$ cat src/rtl/key_search_pkg.sv
// -----------------------------------------------------------------------------
// key_search_pkg
// Shared definitions for the multi-core RC4 key search coordinator.
//   - coord_state_t : coordinator FSM states
//   - KEY_W_DEF     : default secret key width
//   - CNT_W_DEF     : default search cycle counter width
//   - MAX_CORES     : widest core vector the lowest-set-bit helper handles
//   - lowest_set()  : index of the lowest set bit of a vector (0 if none set)
// -----------------------------------------------------------------------------
package key_search_pkg;

    localparam int KEY_W_DEF = 24;
    localparam int CNT_W_DEF = 32;
    localparam int MAX_CORES = 256;

    typedef enum logic [2:0] {
        ST_IDLE      = 3'd0,
        ST_LAUNCH    = 3'd1,
        ST_SEARCH    = 3'd2,
        ST_FOUND     = 3'd3,
        ST_EXHAUSTED = 3'd4,
        ST_ABORTED   = 3'd5
    } coord_state_t;

    // Scans from the top down so the last hit written is the lowest index.
    function automatic int lowest_set(input logic [MAX_CORES-1:0] v);
        int idx;
        idx = 0;
        for (int i = MAX_CORES - 1; i >= 0; i--) begin
            if (v[i]) begin
                idx = i;
            end
        end
        return idx;
    endfunction

endpackage

$ cat src/rtl/key_search_coordinator_lowest_set_index.sv
// -----------------------------------------------------------------------------
// lowest_set_index
// Parametrised priority encoder: reports the index of the lowest set bit of
// the input vector, plus a flag telling whether any bit is set at all.
// Ports:
//   i_vec   [W-1:0]      input vector (W must not exceed MAX_CORES)
//   o_idx   [IDX_W-1:0]  index of the lowest set bit (0 when none set)
//   o_valid              at least one bit of i_vec is set
// -----------------------------------------------------------------------------
module lowest_set_index
    import key_search_pkg::*;
#(
    parameter int W     = 4,
    parameter int IDX_W = 2
) (
    input  logic [W-1:0]     i_vec,
    output logic [IDX_W-1:0] o_idx,
    output logic             o_valid
);

    logic [MAX_CORES-1:0] w_ext;

    always_comb begin
        w_ext          = '0;
        w_ext[W-1:0]   = i_vec;
        o_idx          = IDX_W'(lowest_set(w_ext));
        o_valid        = |i_vec;
    end

endmodule

$ cat src/rtl/key_search_coordinator.sv
// -----------------------------------------------------------------------------
// key_search_coordinator
// Control block for a multi-core RC4 key search. Hands each core its starting
// key, launches all cores together, latches the first core to find the key,
// detects when every core has exhausted its slice, supports abort and counts
// search cycles.
// Ports:
//   inclk          system clock, rising edge
//   reset_n        asynchronous active-low reset
//   start          request a new search (accepted in IDLE or a terminal state)
//   abort          stop the current search
//   core_finish    per-core key found flag
//   core_fail      per-core slice exhausted flag
//   core_key       per-core current key, core i at [i*KEY_W +: KEY_W]
//   core_start     one-cycle launch pulse to every core
//   core_key_init  starting key per core (core i gets the constant i)
//   stop_all       halt every core (drives flag_other_core_finish)
//   busy           high while launching or searching
//   found          a key has been found
//   exhausted      all cores failed without a find
//   winner_idx     index of the winning core
//   found_key      key reported by the winning core
//   cycle_count    SEARCH cycles spent in the current or last search
// -----------------------------------------------------------------------------
module key_search_coordinator
    import key_search_pkg::*;
#(
    parameter int NUM_CORES = 4,
    parameter int KEY_W     = KEY_W_DEF,
    parameter int CNT_W     = CNT_W_DEF,
    parameter int IDX_W     = $clog2(NUM_CORES > 1 ? NUM_CORES : 2)
) (
    input  logic                       inclk,
    input  logic                       reset_n,
    input  logic                       start,
    input  logic                       abort,
    input  logic [NUM_CORES-1:0]       core_finish,
    input  logic [NUM_CORES-1:0]       core_fail,
    input  logic [NUM_CORES*KEY_W-1:0] core_key,
    output logic [NUM_CORES-1:0]       core_start,
    output logic [NUM_CORES*KEY_W-1:0] core_key_init,
    output logic                       stop_all,
    output logic                       busy,
    output logic                       found,
    output logic                       exhausted,
    output logic [IDX_W-1:0]           winner_idx,
    output logic [KEY_W-1:0]           found_key,
    output logic [CNT_W-1:0]           cycle_count
);

    coord_state_t           r_state;
    logic                   r_found;
    logic                   r_exhausted;
    logic                   r_stop_all;
    logic [IDX_W-1:0]       r_winner_idx;
    logic [KEY_W-1:0]       r_found_key;
    logic [CNT_W-1:0]       r_cycle_count;
    logic [NUM_CORES-1:0]   r_fail_sticky;

    logic [IDX_W-1:0]       w_win_idx;
    logic                   w_any_finish;
    logic [KEY_W-1:0]       w_win_key;
    logic                   w_active;
    logic                   w_start_ok;
    logic                   w_fail_all;
    logic [CNT_W-1:0]       w_cnt_next;

    // Core i searches keys i, i+N, i+2N, ... so its seed is simply i.
    genvar g;
    generate
        for (g = 0; g < NUM_CORES; g++) begin : g_key_init
            assign core_key_init[g*KEY_W +: KEY_W] = KEY_W'(g);
        end
    endgenerate

    lowest_set_index #(
        .W     (NUM_CORES),
        .IDX_W (IDX_W)
    ) u_winner (
        .i_vec   (core_finish),
        .o_idx   (w_win_idx),
        .o_valid (w_any_finish)
    );

    // Key of the winning core, taken in the same cycle its finish flag is seen.
    always_comb begin
        w_win_key = '0;
        for (int i = 0; i < NUM_CORES; i++) begin
            if (w_win_idx == IDX_W'(i)) begin
                w_win_key = core_key[i*KEY_W +: KEY_W];
            end
        end
    end

    assign w_active   = (r_state == ST_LAUNCH) || (r_state == ST_SEARCH);
    assign w_start_ok = start && !abort && !w_active;
    // Current-cycle fails count too, so a last pulse exhausts without delay.
    assign w_fail_all = &(r_fail_sticky | core_fail);
    assign w_cnt_next = (&r_cycle_count) ? r_cycle_count : (r_cycle_count + CNT_W'(1));

    always_ff @(posedge inclk or negedge reset_n) begin
        if (!reset_n) begin
            r_state       <= ST_IDLE;
            r_found       <= 1'b0;
            r_exhausted   <= 1'b0;
            r_stop_all    <= 1'b0;
            r_winner_idx  <= '0;
            r_found_key   <= '0;
            r_cycle_count <= '0;
            r_fail_sticky <= '0;
        end else begin
            case (r_state)
                ST_LAUNCH: begin
                    // Finish/fail flags are ignored here; they may be left
                    // over from the previous search.
                    if (abort) begin
                        r_state    <= ST_ABORTED;
                        r_stop_all <= 1'b1;
                    end else begin
                        r_state    <= ST_SEARCH;
                    end
                end

                ST_SEARCH: begin
                    r_cycle_count <= w_cnt_next;
                    r_fail_sticky <= r_fail_sticky | core_fail;
                    if (w_any_finish) begin
                        r_state      <= ST_FOUND;
                        r_found      <= 1'b1;
                        r_stop_all   <= 1'b1;
                        r_winner_idx <= w_win_idx;
                        r_found_key  <= w_win_key;
                    end else if (abort) begin
                        r_state      <= ST_ABORTED;
                        r_stop_all   <= 1'b1;
                    end else if (w_fail_all) begin
                        r_state      <= ST_EXHAUSTED;
                        r_exhausted  <= 1'b1;
                        r_stop_all   <= 1'b1;
                    end
                end

                default: begin
                    // IDLE and the terminal states hold their results until
                    // a new search is accepted; results clear on acceptance
                    // so they read zero throughout LAUNCH.
                    if (w_start_ok) begin
                        r_state       <= ST_LAUNCH;
                        r_found       <= 1'b0;
                        r_exhausted   <= 1'b0;
                        r_stop_all    <= 1'b0;
                        r_winner_idx  <= '0;
                        r_found_key   <= '0;
                        r_cycle_count <= '0;
                        r_fail_sticky <= '0;
                    end
                end
            endcase
        end
    end

    assign core_start  = {NUM_CORES{r_state == ST_LAUNCH}};
    assign busy        = w_active;
    assign stop_all    = r_stop_all;
    assign found       = r_found;
    assign exhausted   = r_exhausted;
    assign winner_idx  = r_winner_idx;
    assign found_key   = r_found_key;
    assign cycle_count = r_cycle_count;

endmodule

$ cat config.mk
export PLATFORM = sky130hd
export DESIGN_NAME = key_search_coordinator
export DESIGN_NICKNAME = d
export VERILOG_FILES = /design/src/rtl/key_search_pkg.sv /design/src/rtl/key_search_coordinator_lowest_set_index.sv /design/src/rtl/key_search_coordinator.sv
export SDC_FILE = /design/constraint.sdc
export NUM_CORES = 1
export LEC_CHECK = 0
export BUFFER_PORTS_ARGS = -buffer_cell sky130_fd_sc_hd__buf_2
export CAP_MARGIN = 20
export CORE_MARGIN = 2
export CORE_UTILIZATION = 45
export CTS_CLUSTER_DIAMETER = 30
export CTS_CLUSTER_SIZE = 30
export DETAILED_ROUTE_END_ITERATION = 8
export GPL_ROUTABILITY_DRIVEN = 0
export PLACE_DENSITY_LB_ADDON = 0.1
export SYNTH_ARGS = -nofsm -noshare
export SYNTH_HDL_FRONTEND = slang
export SYNTH_SLANG_ARGS = --single-unit
$ cat constraint.sdc
create_clock -name inclk -period 2.4 [get_ports inclk]
set_clock_uncertainty 0.2 [all_clocks]
set_input_delay 0.24 -clock inclk [delete_from_list [all_inputs] [get_ports inclk]]
set_output_delay 0.24 -clock inclk [all_outputs]
set_load 0.02 [all_outputs]
== After elaboration in Yosys (flattened, before gate mapping) ==
Cells that the tools add are included.

* Register bits after elaboration: 68
* Logic and storage cells: 76
* Bits of input ports: 108
* Output and inout bits: 162

* Multiplexer cells: 36
* Bitwise operators: 2
* Add/subtract/negate cells: 1
* Reduce and logical (&&, ||, !) cells: 17
* Equality and inequality tests: 12

{| class="wikitable"
|+ Operators with widths
! kind !! number
|-
| $mux W24 || 6
|-
| $mux W32 || 2
|-
| $pmux W32 S2 || 1
|-
| $pmux W24 S2 || 1
|-
| $add A32 B1 Y32 const B || 1
|-
| $reduce_and A32 Y1 || 1
|-
| $mux W3 || 5
|-
| $mux W2 || 6
|-
| $ne A2 B2 Y1 const B || 5
|-
| $reduce_and A3 Y1 || 3
|-
| $mux W1 || 8
|-
| $pmux W4 S2 || 1
|-
| $pmux W1 S2 || 3
|-
| $pmux W3 S2 || 1
|-
| $reduce_and A5 Y1 || 1
|-
| $eq A2 B2 Y1 const B || 2
|-
| $mux W4 || 1
|-
| $ne A4 B3 Y1 const B || 1
|-
| $or A4 B4 Y4 || 1
|-
| $pmux W2 S2 || 1
|-
| $reduce_and A2 Y1 || 2
|-
| $reduce_and A4 Y1 || 1
|-
| $reduce_or A4 Y1 || 1
|-
| $eq A3 B1 Y1 const B || 1
|-
| other kinds (10) || 12
|}

== Depth between registers and ports, before layout ==
* Depth after elaboration: 11
* Gate-level depth with buffers: 7
* Gate-level depth less buffers: 6

== Cells and area by module ==
Synthesis repeated with hierarchy kept, for this count alone.

* Cells, all modules: 481
* Area, all modules: 4788.3 um^2

{| class="wikitable"
|+ Modules (own cells, without submodules)
! module !! seq. area each (um^2) !! instances !! area each (um^2) !! cells each
|-
| key_search_coordinator || 1701.6 || 1 || 4753.3 || 474
|-
| lowest_set_index || 0.0 || 1 || 35.0 || 7
|}

== Worst setup path after synthesis ==
No wires, ideal clock.

* Path kind: flip-flop to flip-flop
* From: register r_state[2]
* To: register r_cycle_count[26], in the netlist cycle_count[26]
* Path slack: 41 ps
* Required time: 2124 ps
* Data arrival time: 2082 ps
* Buffers on the path: 0
* Library setup time: 76 ps
* Period minus slack after synthesis: 2359 ps
* Cell stages (with the launch flop): 6
* Path through: dfrtp_1 or2b_1 o21ai_0 nor2_1 or4_1 o21ai_1

* Cells in the longest elaborated chain, start to end: 6
* Elaborated cells on any way between the ends: 10
* Classes of those cells: 3 x eq/ne; 1 x mux; 1 x bitwise; 5 x reduce/logical

{| class="wikitable"
|+ Ends and longest elaborated chain
! what !! line !! source
|-
| from (decl) || key_search_coordinator.sv:51 || <nowiki>coord_state_t r_state;</nowiki>
|-
| from (signal assigned) || key_search_coordinator.sv:103 || <nowiki>r_state <= ST_IDLE;</nowiki>
|-
| from (signal assigned) || key_search_coordinator.sv:117 || <nowiki>r_state <= ST_ABORTED;</nowiki>
|-
| from (signal assigned) || key_search_coordinator.sv:120 || <nowiki>r_state <= ST_SEARCH;</nowiki>
|-
| $eq A3 B1 Y1 / $eq A3 B2 Y1 (equally long branches) || key_search_coordinator.sv:95 || <nowiki>assign w_active = (r_state == ST_LAUNCH) || (r_state == ST_SEARCH);</nowiki>
|-
| $logic_or A1 B1 Y1 (*) || key_search_coordinator.sv:95 ||
|-
| net busy || key_search_coordinator.sv:43 || <nowiki>output logic busy,</nowiki>
|-
| $logic_not A1 Y1 (*) || key_search_coordinator.sv:96 || <nowiki>assign w_start_ok = start && !abort && !w_active;</nowiki>
|-
| $logic_and A1 B1 Y1 (*) || key_search_coordinator.sv:96 ||
|-
| $reduce_bool A2 Y1 (no source line) (*) || n/a ||
|-
| $reduce_and A3 Y1 (no source line) (*) || n/a ||
|-
| to (signal assigned) || key_search_coordinator.sv:125 || <nowiki>r_cycle_count <= w_cnt_next;</nowiki>
|-
| to (decl) || key_search_coordinator.sv:57 || <nowiki>logic [CNT_W-1:0] r_cycle_count;</nowiki>
|}

The timed path passes the listed nets; every way through them passes the cells marked *.
A chain may end at the register's enable or synchronous reset.

== Worst setup path in the final report ==
* From: register r_cycle_count[9], in the netlist cycle_count[9]
* To: register r_cycle_count[22], in the netlist cycle_count[22]

* Cells in the longest elaborated chain, start to end: 3
* Elaborated cells on any way between the ends: 6
* Classes of those cells: 1 x add/sub; 1 x eq/ne; 2 x mux; 2 x reduce/logical

{| class="wikitable"
|+ Ends and longest elaborated chain
! what !! line !! source
|-
| $add A32 B1 Y32 / $reduce_and A32 Y1 (equally long branches) || key_search_coordinator.sv:99 || <nowiki>assign w_cnt_next = (&r_cycle_count) ? r_cycle_count : (r_cycle_count + CNT_W'(1));</nowiki>
|-
| $mux W32 / $ne A2 B2 Y1 (equally long branches) || n/a ||
|-
| $pmux W32 S2 / $reduce_and A3 Y1 (equally long branches) || n/a ||
|}

Parallel ways exist; a longest one is shown, timed or not. The select of a mux whose other input is x is not followed.

==> impl_metrics.tcl <==
set metrics [dict create \
    outcome "finished, final reports clean" \
    min_delay_path_depth 3 \
    drt-initial-drc-count 180 \
    grt.total_usage_pct 23.98 \
    hpwlAfterDp_mm 9.918 \
    netlist-cell-type-count 49 \
    final_cell_mix "173 x sky130_fd_sc_hd__buf_2, 96 x sky130_fd_sc_hd__conb_1, 65 x sky130_fd_sc_hd__dfrtp_1" \
    criticalPathCategory "reg -> reg" \
    grt_start_max_net_pins 36 \
    min-delay-start "core_key[81]" \
    share_of_flip_flops_with_an_asynchronous_set_or_reset_pct 100.0 \
    critical-path-max-stage-delay_ps 590 \
    reg2reg_launch_point "cycle_count[9]" \
    placed_cells 832 \
    worstSkewPairLatency_ps 340 \
    cp_slowest_cell "sky130_fd_sc_hd__or4_4" \
    vias_per_cell 5.157 \
    setup.worst_path.end_class "register" \
    mostFrequentLayoutCell "sky130_fd_sc_hd__buf_2" \
    final.period_utilization_pct 95.53 \
    final_antenna_net_count 0 \
    netlist_area_before_placement_mm2 0.004632 \
    regToRegEndpoint "cycle_count[22]" \
    finalSetupViolCount 0 \
    cts_made_buffers 9 \
    grt_pass1_wl_mm 21.51 \
    whs_ps 9.828 \
    clk_transition_reported_paths_ps 70 \
    finalWirelength_mm 13.23 \
    startpoint "cycle_count[9]" \
    floorplan.initialDensity_pct 45.69 \
    stdcell_count 881 \
    dieHeight_um 105.5 \
    ir_drop_mv 0.4106 \
    coreArea_mm2 0.01014 \
    die_x_um 105.5 \
    register_area_share_after_synthesis_pct 36.74 \
    yosys_most_used_dff "sky130_fd_sc_hd__dfrtp_1" \
    finalNetCount 849 \
    synthDominantCellAreaShare_pct 36.74 \
    critPathMaxFanout 11 \
    htree_num_levels 3 \
    layout-drive-gt1-share_pct 32.21 \
    yosys.area.top_type "sky130_fd_sc_hd__dfrtp_1" \
    cp_data_arrival_time_ps 2360 \
    rsz0062_at_grt "false" \
    fmax_mhz 436.2 \
    whs_endpoint "found_key[9]" \
    core.rowCount 37 \
    drtPass1Iterations 4 \
    cellLeakagePower_nw 2.938 \
    cts.path.max_buffers 2 \
    remaining_drc_errors 0 \
    insertedDiodeCount 0 \
    worst-r2r-cell-count 5 \
    worstPathCellList "and4_4 > nand3_4 > or4_4 > or4_1 > a21oi_2" \
    critPathLaunchType "register" \
    cap_violations 0 \
    worst_hold_path_type "in -> reg" \
    area.growth.synth_to_final_pct 28.71 \
    design.portCount 270 \
    yosys_warnings 0 \
    detailroute.via_count 4543 \
    postSynthCellCount 525 \
    req_time_crit_path_ps 2470 \
    first_global_vias 4392 \
    minimum_clock_period_ps 2293 \
    timing.slew.headroom_pct 62.21 \
    most_area_consuming_cells_after_synthesis "sky130_fd_sc_hd__dfrtp_1 37%, sky130_fd_sc_hd__buf_4 16%, sky130_fd_sc_hd__a21oi_1 6.2%" \
    regToRegSetupSlack_ps 110 \
    final_hold_violation_count 0 \
    antenna_violations_before_repair 0 \
    p_per_area_mw_per_mm2 733.8 \
    final.fill_count 951 \
    fp.dieArea_mm2 0.01112 \
    synth-edff-count 0 \
    root_buffer "sky130_fd_sc_hd__clkbuf_8" \
    tritoncts_clock_tree "built" \
    final_number_of_max_transition_violations 0 \
    buffer_ports.inserted 173 \
    syn_avg_cell_area_um2 8.823 \
    wire_per_inst_um 15.01 \
    clock-sinks 68 \
    yosys_register_bits 68 \
    worst_slew_pin_slew_ps 566.9 \
    grt_overflow_total 0 \
    timing.setup.tns_ps 0 \
]
-- worst max-delay path, delay by kind of cell, from the launching register on --
family / cells / cell delay [ps]
AOI/OAI and AO/OA: 1 / 140
and+or+nand+nor: 4 / 1460
DFF: 1 / 420
-- per-layer routing --
layer	routed length [µm]	GRT usage (%)	part of all wire (%)
met3	811	4.267	6.1
met4	270	7.333	2.0
met5	0	0	0
met2	6821	43.04	52
met1	5324	29.08	40
-- cell usage after synthesis (2+ instances only) --
| master | n |
|---|---|
| sky130_fd_sc_hd__nand2_1 | 28 |
| sky130_fd_sc_hd__o21ai_0 | 31 |
| sky130_fd_sc_hd__nor2b_1 | 3 |
| sky130_fd_sc_hd__a21oi_1 | 57 |
| sky130_fd_sc_hd__or2_2 | 3 |
| sky130_fd_sc_hd__nand4_1 | 9 |
| sky130_fd_sc_hd__nand2b_1 | 4 |
| sky130_fd_sc_hd__mux2i_1 | 4 |
| sky130_fd_sc_hd__or3_1 | 12 |
| sky130_fd_sc_hd__nor3_1 | 4 |
| sky130_fd_sc_hd__and2_0 | 2 |
| sky130_fd_sc_hd__conb_1 | 2 |
| sky130_fd_sc_hd__a221o_1 | 24 |
| sky130_fd_sc_hd__inv_1 | 7 |
| sky130_fd_sc_hd__a21o_1 | 2 |
| sky130_fd_sc_hd__o21ai_1 | 8 |
| sky130_fd_sc_hd__nand3_1 | 11 |
| sky130_fd_sc_hd__clkbuf_1 | 23 |
| sky130_fd_sc_hd__o2bb2ai_1 | 24 |
| sky130_fd_sc_hd__o31ai_1 | 15 |
| sky130_fd_sc_hd__and3_1 | 4 |
| sky130_fd_sc_hd__buf_4 | 101 |
| sky130_fd_sc_hd__and4_1 | 5 |
| sky130_fd_sc_hd__nor2_1 | 28 |
| sky130_fd_sc_hd__a31oi_1 | 2 |
| sky130_fd_sc_hd__or4_1 | 16 |
| sky130_fd_sc_hd__dfrtp_1 | 68 |
| sky130_fd_sc_hd__and2_1 | 3 |
| sky130_fd_sc_hd__nor4_1 | 4 |
| sky130_fd_sc_hd__o22ai_1 | 2 |
-- state kept, by name, indices dropped and copies added, names as in the netlist --
| signal | flops |
|---|---|
| found | 1 |
| exhausted | 1 |
| winner_idx | 2 |
| cycle_count | 32 |
| r_fail_sticky | 4 |
| found_key | 24 |
| stop_all | 1 |
| r_state | 3 |
-- area by class of cell --
cell class,count,area [µm²],area share (%)
clock buffer,10,127.6,2.141
clock inverter,6,87.58,1.469
inverter,7,26.28,0.4407
multi-input combinational,418,2419,40.57
sequential,68,1705,28.60
tap,136,170.2,2.854
timing repair buffer,236,1426,23.92
-- where the power goes --
group	internal [mW]	switching [mW]	leakage, nW
Combinational	0.632	1.10	1.91
Sequential	1.41	0.198	0.920
Clock	0.588	0.455	0.111
Total	2.63	1.75	2.94
-- cell families (layout without fill, tap and decap cells) --
logic type,count (synthesis),count (layout),share of synthesized area [%]
other,2,96,0.1621
buffers and inverters,133,259,19.15
flip-flops,68,68,36.74
adder cells (fa/ha/maj),1,1,0.2701
multiplexers,4,4,0.8644
AO/OA/AOI/OAI,170,170,24.37
AND/OR/NAND/NOR,147,147,18.45
-- timing repair --
item / CTS / global route
hold buffers: 30 / 0
gates resized for setup: 0 / 11
endpoints found under the hold margin: 49 / 0
endpoints found under the setup margin: 0 / 17
buffers inserted: 0 / 3
-- how the worst max path moves through the flow --
stage	slack [ps]	end	depth (start not counted)
finish	110	cycle_count[22]	5
global route	10	cycle_count[31]	5
CTS	90	cycle_count[22]	5
detailed placement	120	cycle_count[22]	5
global placement	170	cycle_count[22]	5
floorplan	40	cycle_count[26]	5
-- per-stage QoR --
stage | instance area (µm²) | power, mW | utilization [%] | worst slack [ps]
finish | 5962 | 4.375 | 58.81 | 107.2
global route | 5962 | 4.643 | 58.81 | 13.93
global placement | 5404 | 3.272 | 53.30 | 166.6
floorplan | 4985 | 2.795 | - | 41.47
CTS | 5919 | 4.391 | 58.39 | 88.58
detailed placement | 5404 | 3.302 | 53.30 | 116.5
(Power assumes the default switching activity.)
